$ cat config.mk
export PLATFORM = sky130hd
export DESIGN_NAME = capture_readout
export DESIGN_NICKNAME = d
export VERILOG_FILES = /design/src/rtl/la_pkg.sv /design/src/rtl/capture_readout.sv
export SDC_FILE = /design/constraint.sdc
export NUM_CORES = 1
export LEC_CHECK = 0
export ABC_AREA = 1
export CORE_MARGIN = 2
export CORE_UTILIZATION = 33
export CTS_CLUSTER_SIZE = 16
export DETAILED_ROUTE_END_ITERATION = 10
export GPL_TIMING_DRIVEN = 1
export PLACE_DENSITY_LB_ADDON = 0.15
export SYNTH_ARGS = -nofsm -noshare
export SYNTH_HDL_FRONTEND = slang
export SYNTH_SLANG_ARGS = --single-unit
export TNS_END_PERCENT = 20
$ cat constraint.sdc
create_clock -name clk_50M -period 2.6 [get_ports clk_50M]
set_input_delay 0.52 -clock clk_50M [delete_from_list [all_inputs] [get_ports clk_50M]]
set_output_delay 0.52 -clock clk_50M [all_outputs]
set_load 0.03 [all_outputs]
$ cat src/rtl/la_pkg.sv
// ----------------------------------------------------------------------------
// la_pkg
// Shared definitions for the logic-analyser capture path. The sampling stage
// and the readout block both use the capture RAM geometry defined here.
//
// Contents:
//   LA_ADDR_W       capture RAM address width
//   LA_DATA_W       capture RAM / transmitter byte width
//   LA_DEPTH        capture RAM depth in bytes (2**LA_ADDR_W)
//   readout_state_t readout FSM state encoding
// ----------------------------------------------------------------------------
package la_pkg;

  localparam int LA_ADDR_W = 17;
  localparam int LA_DATA_W = 8;
  localparam int LA_DEPTH  = 131072;

  typedef enum logic [2:0] {
    IDLE,
    ISSUE,
    WAIT,
    SEND,
    CSUM,
    DONE
  } readout_state_t;

endpackage

$ cat src/rtl/capture_readout.sv
// ----------------------------------------------------------------------------
// capture_readout
// Drains the capture RAM after an acquisition and streams its bytes to the
// host-link transmitter over a valid/ready handshake. Readout starts at a
// programmable base address, covers len_m1+1 bytes and wraps at the top of
// the RAM. Each byte is fetched with one read (ISSUE), waits RD_LAT cycles
// for RAM data (WAIT), then is held on tx_data until accepted (SEND).
//
// Optional feature (macro READOUT_CHECKSUM_EN):
//   When defined, a running XOR of all accepted data bytes is appended as one
//   extra byte (CSUM state) before done pulses. When undefined, exactly
//   len_m1+1 bytes are sent.
//
// Ports:
//   clk_50M    in   system clock
//   rst_n      in   synchronous active-low reset
//   start      in   one-cycle pulse, begins a readout when idle
//   abort      in   level, forces return to IDLE (wins over start)
//   base_addr  in   first RAM address, sampled on accepted start
//   len_m1     in   byte count minus one, sampled on accepted start
//   rd_en      out  RAM read enable
//   rd_addr    out  RAM read address
//   rd_data    in   RAM read data, valid RD_LAT cycles after rd_en
//   tx_data    out  byte to transmitter
//   tx_valid   out  tx_data valid
//   tx_ready   in   transmitter accepts when tx_valid && tx_ready
//   busy       out  high from the cycle after an accepted start until done
//   done       out  one-cycle pulse after the final byte is accepted
// ----------------------------------------------------------------------------
module capture_readout
  import la_pkg::*;
#(
  parameter int ADDR_W = LA_ADDR_W,
  parameter int DATA_W = LA_DATA_W,
  parameter int DEPTH  = LA_DEPTH,
  parameter int RD_LAT = 1
) (
  input  logic              clk_50M,
  input  logic              rst_n,
  input  logic              start,
  input  logic              abort,
  input  logic [ADDR_W-1:0] base_addr,
  input  logic [ADDR_W-1:0] len_m1,
  output logic              rd_en,
  output logic [ADDR_W-1:0] rd_addr,
  input  logic [DATA_W-1:0] rd_data,
  output logic [DATA_W-1:0] tx_data,
  output logic              tx_valid,
  input  logic              tx_ready,
  output logic              busy,
  output logic              done
);

  // Index of the WAIT cycle on which RAM data is valid and gets captured.
  localparam logic [1:0] LAST_WAIT = 2'(RD_LAT - 1);

  readout_state_t    state;
  logic [ADDR_W-1:0] ptr;
  logic [ADDR_W-1:0] remaining;
  logic [ADDR_W-1:0] next_ptr;
  logic [1:0]        wait_cnt;
`ifdef READOUT_CHECKSUM_EN
  logic [DATA_W-1:0] csum;
`endif

  // Address advance wraps explicitly at the last RAM location.
  always_comb begin
    next_ptr = ptr + 1'b1;
    if (ptr == ADDR_W'(DEPTH - 1)) begin
      next_ptr = '0;
    end
  end

  // Readout FSM with registered outputs. rd_en is raised on entry to ISSUE so
  // it is high for exactly the ISSUE cycle; tx_valid is raised on the last
  // WAIT cycle and dropped on the handshake.
  always_ff @(posedge clk_50M) begin
    if (!rst_n) begin
      state     <= IDLE;
      ptr       <= '0;
      remaining <= '0;
      wait_cnt  <= '0;
      rd_en     <= 1'b0;
      rd_addr   <= '0;
      tx_data   <= '0;
      tx_valid  <= 1'b0;
      busy      <= 1'b0;
      done      <= 1'b0;
`ifdef READOUT_CHECKSUM_EN
      csum      <= '0;
`endif
    end else if (abort) begin
      state    <= IDLE;
      rd_en    <= 1'b0;
      tx_valid <= 1'b0;
      busy     <= 1'b0;
      done     <= 1'b0;
    end else begin
      case (state)
        IDLE: begin
          done <= 1'b0;
          if (start) begin
            ptr       <= base_addr;
            remaining <= len_m1;
            rd_addr   <= base_addr;
            rd_en     <= 1'b1;
            busy      <= 1'b1;
            state     <= ISSUE;
`ifdef READOUT_CHECKSUM_EN
            csum      <= '0;
`endif
          end
        end

        ISSUE: begin
          rd_en    <= 1'b0;
          wait_cnt <= '0;
          state    <= WAIT;
        end

        WAIT: begin
          if (wait_cnt == LAST_WAIT) begin
            tx_data  <= rd_data;
            tx_valid <= 1'b1;
            state    <= SEND;
          end else begin
            wait_cnt <= wait_cnt + 2'd1;
          end
        end

        SEND: begin
          if (tx_ready) begin
`ifdef READOUT_CHECKSUM_EN
            csum <= csum ^ tx_data;
`endif
            if (remaining == '0) begin
`ifdef READOUT_CHECKSUM_EN
              // The checksum byte follows directly; tx_valid stays high.
              tx_data <= csum ^ tx_data;
              state   <= CSUM;
`else
              tx_valid <= 1'b0;
              done     <= 1'b1;
              state    <= DONE;
`endif
            end else begin
              remaining <= remaining - 1'b1;
              ptr       <= next_ptr;
              rd_addr   <= next_ptr;
              rd_en     <= 1'b1;
              tx_valid  <= 1'b0;
              state     <= ISSUE;
            end
          end
        end

`ifdef READOUT_CHECKSUM_EN
        CSUM: begin
          if (tx_ready) begin
            tx_valid <= 1'b0;
            done     <= 1'b1;
            state    <= DONE;
          end
        end
`endif

        DONE: begin
          done  <= 1'b0;
          busy  <= 1'b0;
          state <= IDLE;
        end

        default: begin
          rd_en    <= 1'b0;
          tx_valid <= 1'b0;
          busy     <= 1'b0;
          done     <= 1'b0;
          state    <= IDLE;
        end
      endcase
    end
  end

endmodule
==> flow_summary.yaml <==
synthesis:
  ys_ff_latch: 51
  syn_avg_cell_area_um2: 5.72
  ys_top_cells_by_area: "dfxtp_1 32%, nand2_1 24%, nor2_1 14%"
  synth_commonest_cells: "203 x nand2_1, 123 x nor2_1, 62 x inv_1"
  postSynthNetCount: 617
  yosys.area.top_type_share_pct: 31.6
  synth_ff_type: "dfxtp_1"
  syn_area_um2: 3240
  synthArstFlopShare_pct: 0
  synth-edff-count: 0
  yosysSeqAreaShare_pct: 31.6
  synth_top_area_cell: "dfxtp_1"
  synth_warnings: 0
  synth.most_common_cell: "nand2_1"
  synth.distinct_cells: 25
  netlist_instances: 566
timing:
  period_needed_ns: 2.17
  slew_violations: 0
  fmax_ghz: 0.461
  fin_crit_sh_pct: 83.5
  worst_pin_slew_ns: 0.550
  finClkSkew_ns: 0.0105
  worst_slew_margin_rel_pct: 63.3
  setup_viol: 0
  tns_ns: 0
  hold_violations: 0
  rsz0062_at_grt: "false"
placement:
  place_inst: 762
  hpwlAfterDp_um: 6060
  io_buffers: 75
  routabilityCongestion: 0.900
critical_path:
  r2r_end: "ptr[9]$_SDFFE_PN0P_"
  critical_path.startpoint_type: "flip-flop"
  r2r-start: "ptr[0]$_SDFFE_PN0P_"
  cp_num_buf_inv: 0
  cp_top_family: "simple AND/OR/NAND/NOR gates"
  slowest_stage: "nor2_2"
  endpoint_kind: "flip-flop"
  max_stage_delay_ns: 0.45
  crit_chain: "ha_1 -> nand3_1 -> nor2_2 -> nand4_1 -> nor3_1 -> ha_1 -> nor2_2 -> o21ai_0 -> o21ai_0 -> nor2_1 -> nor2_1"
  reg2reg_depth: 11
  arrival_ns: 2.42
  reg2reg_slack_ns: 0.43
  critPathKind: "flip-flop to flip-flop"
  path_max_fanout: 14
  worstPathRequired_ns: 2.85
global_route:
  grt_pass1_vias: 3199
  antenna_found_initial: 0
  grt_use_total_pct: 16.6
  grt_pass1_wl_um: 14200
  grt_start_max_net_pins: 43
  grt-ovfl-total: 0
die:
  core_area_um2: 9640
  die-area_um2: 10600
  rows: 36
  start_util_pct: 33.6
  fp.dieH_um: 103
  pin_count: 76
  die_w_um: 103
clocking:
  cts_sinks: 51
  cts_made_buffers: 5
  clockBufferDepth: 2
  cts.repair.resized: 0
  postCtsHoldBufs: 0
  postCtsSetupBuffers: 0
  h-tree-depth: 2
  clk_pin_slew_ns: 0.10
  clkLatencyLatePin_ns: 0.31
  tritoncts: "yes"
  cts_root_buf: "clkbuf_8"
cells_and_area:
  layout.nets: 687
  final_cells: 770
  drive_gt1_share_pct: 3.77
  area_growth_pct: 29.9
  fin_util_pct: 43.6
  num_antenna_cells: 0
detailed_routing:
  drc: 0
  dr.pass1.iters: 4
  vias: 3448
  wirelength_um: 8430
  viasPerCell: 4.48
  wl_per_cell_um: 10.9
  drtIter0Drc: 115
  antenna_left: 0
hold_path:
  hp-class: "flip-flop to flip-flop"
  min_to: "wait_cnt[1]$_SDFFE_PN0P_"
  hold_path_startpoint: "wait_cnt[1]$_SDFFE_PN0P_"
  min_delay_path_depth: 2
flow_run:
  maxCapViolations: 0
power:
  total_leakage_power_nw: 2.04
  power_density_nw_per_um2: 474
  finalPower_mw: 1.99
  ir_worst_vdd_v: 0.000218
outcome:
  outcome: "finished clean"
## registers in the layout, indices dropped and copies added (netlist names)
| signal | cells |
|---|---|
| ptr | 17 |
| remaining | 17 |
| tx_data | 8 |
| state | 3 |
| wait_cnt | 2 |
| busy | 1 |
| done | 1 |
| rd_en | 1 |
| tx_valid | 1 |
## kinds of logic after synthesis
group	Yosys count	synth area share (%)
compound gates	44	7.15
xor+xnor	5	1.35
fa+ha+maj	4	1.55
buf+inv	81	10.8
flops	51	31.6
simple gates	381	47.6
## worst reg2reg max path: cells and delay by family (launching register included)
kind                     cells  cell delay (ns)
AO/OA/AOI/OAI                2             0.38
flip-flops                   1             0.36
adder cells (fa/ha/maj)      2             0.44
AND/OR/NAND/NOR              7             0.94
## where the power goes
group          internal (mW)  leakage (nW)  total, mW  switching [mW]
clock network          0.290        0.0548      0.583           0.292
logic                  0.222          1.57      0.525           0.302
registers              0.833         0.418      0.887          0.0538
## worst max path at each step
| stage | slack, ns | from | depth (start not counted) | to |
|---|---|---|---|---|
| 2_1_floorplan | 0.34 | ptr[1]$_SDFFE_PN0P_ | 12 | ptr[3]$_SDFFE_PN0P_ |
| 3_3_place_gp | 0.52 | ptr[0]$_SDFFE_PN0P_ | 13 | ptr[7]$_SDFFE_PN0P_ |
| 5_1_grt | 0.08 | ptr[0]$_SDFFE_PN0P_ | 11 | ptr[9]$_SDFFE_PN0P_ |
| 3_5_place_dp | 0.45 | ptr[0]$_SDFFE_PN0P_ | 13 | ptr[7]$_SDFFE_PN0P_ |
| 6_report | 0.43 | ptr[0]$_SDFFE_PN0P_ | 11 | ptr[9]$_SDFFE_PN0P_ |
| 4_1_cts | 0.43 | ptr[0]$_SDFFE_PN0P_ | 13 | ptr[7]$_SDFFE_PN0P_ |
## metrics by stage
stage	worst slack (ns)	area [µm²]	hold slack, ns
2_1_floorplan	0.335	3240	0.440
3_3_place_gp	0.516	4090	0.457
3_5_place_dp	0.450	4090	0.459
4_1_cts	0.426	4200	0.482
5_1_grt	0.0823	4200	0.514
6_report	0.430	4200	0.477
## cell usage in the layout, fill, tap and decap left out, types with 2 or more instances in the layout
cell type | netlist | final
nor2_2 | 4 | 4
a21oi_1 | 13 | 13
o21ai_0 | 27 | 27
or2_2 | 2 | 2
ha_1 | 4 | 4
xor2_1 | 5 | 5
clkdlybuf4s50_1 | 0 | 75
nand2_1 | 203 | 203
nand4_1 | 7 | 7
dfxtp_1 | 51 | 51
inv_1 | 62 | 62
buf_4 | 0 | 7
nor2_1 | 123 | 123
a211oi_1 | 2 | 2
nand3_1 | 35 | 35
clkbuf_8 | 0 | 5
## area by class of cell
class | instances | area, µm²
Inverter | 62 | 233
Tap cell | 133 | 166
Clock buffer | 5 | 68.8
Multi-Input combinational cell | 434 | 1860
Clock inverter | 3 | 46.3
Timing Repair Buffer | 82 | 803
Sequential cell | 51 | 1020
Fill cell | 1066 | 5440
## per-layer routing
layer	part of all wire, %	wire, µm	track usage [%]	vias up
met4	1.0	86	4.25	0
met2	46	3850	27.2	53
li1	-	-	-	1877
met5	0	0	0	-
met1	50	4180	22.7	1511
met3	3.7	312	2.64	7
Note: power is estimated with default switching activity, not from simulation.
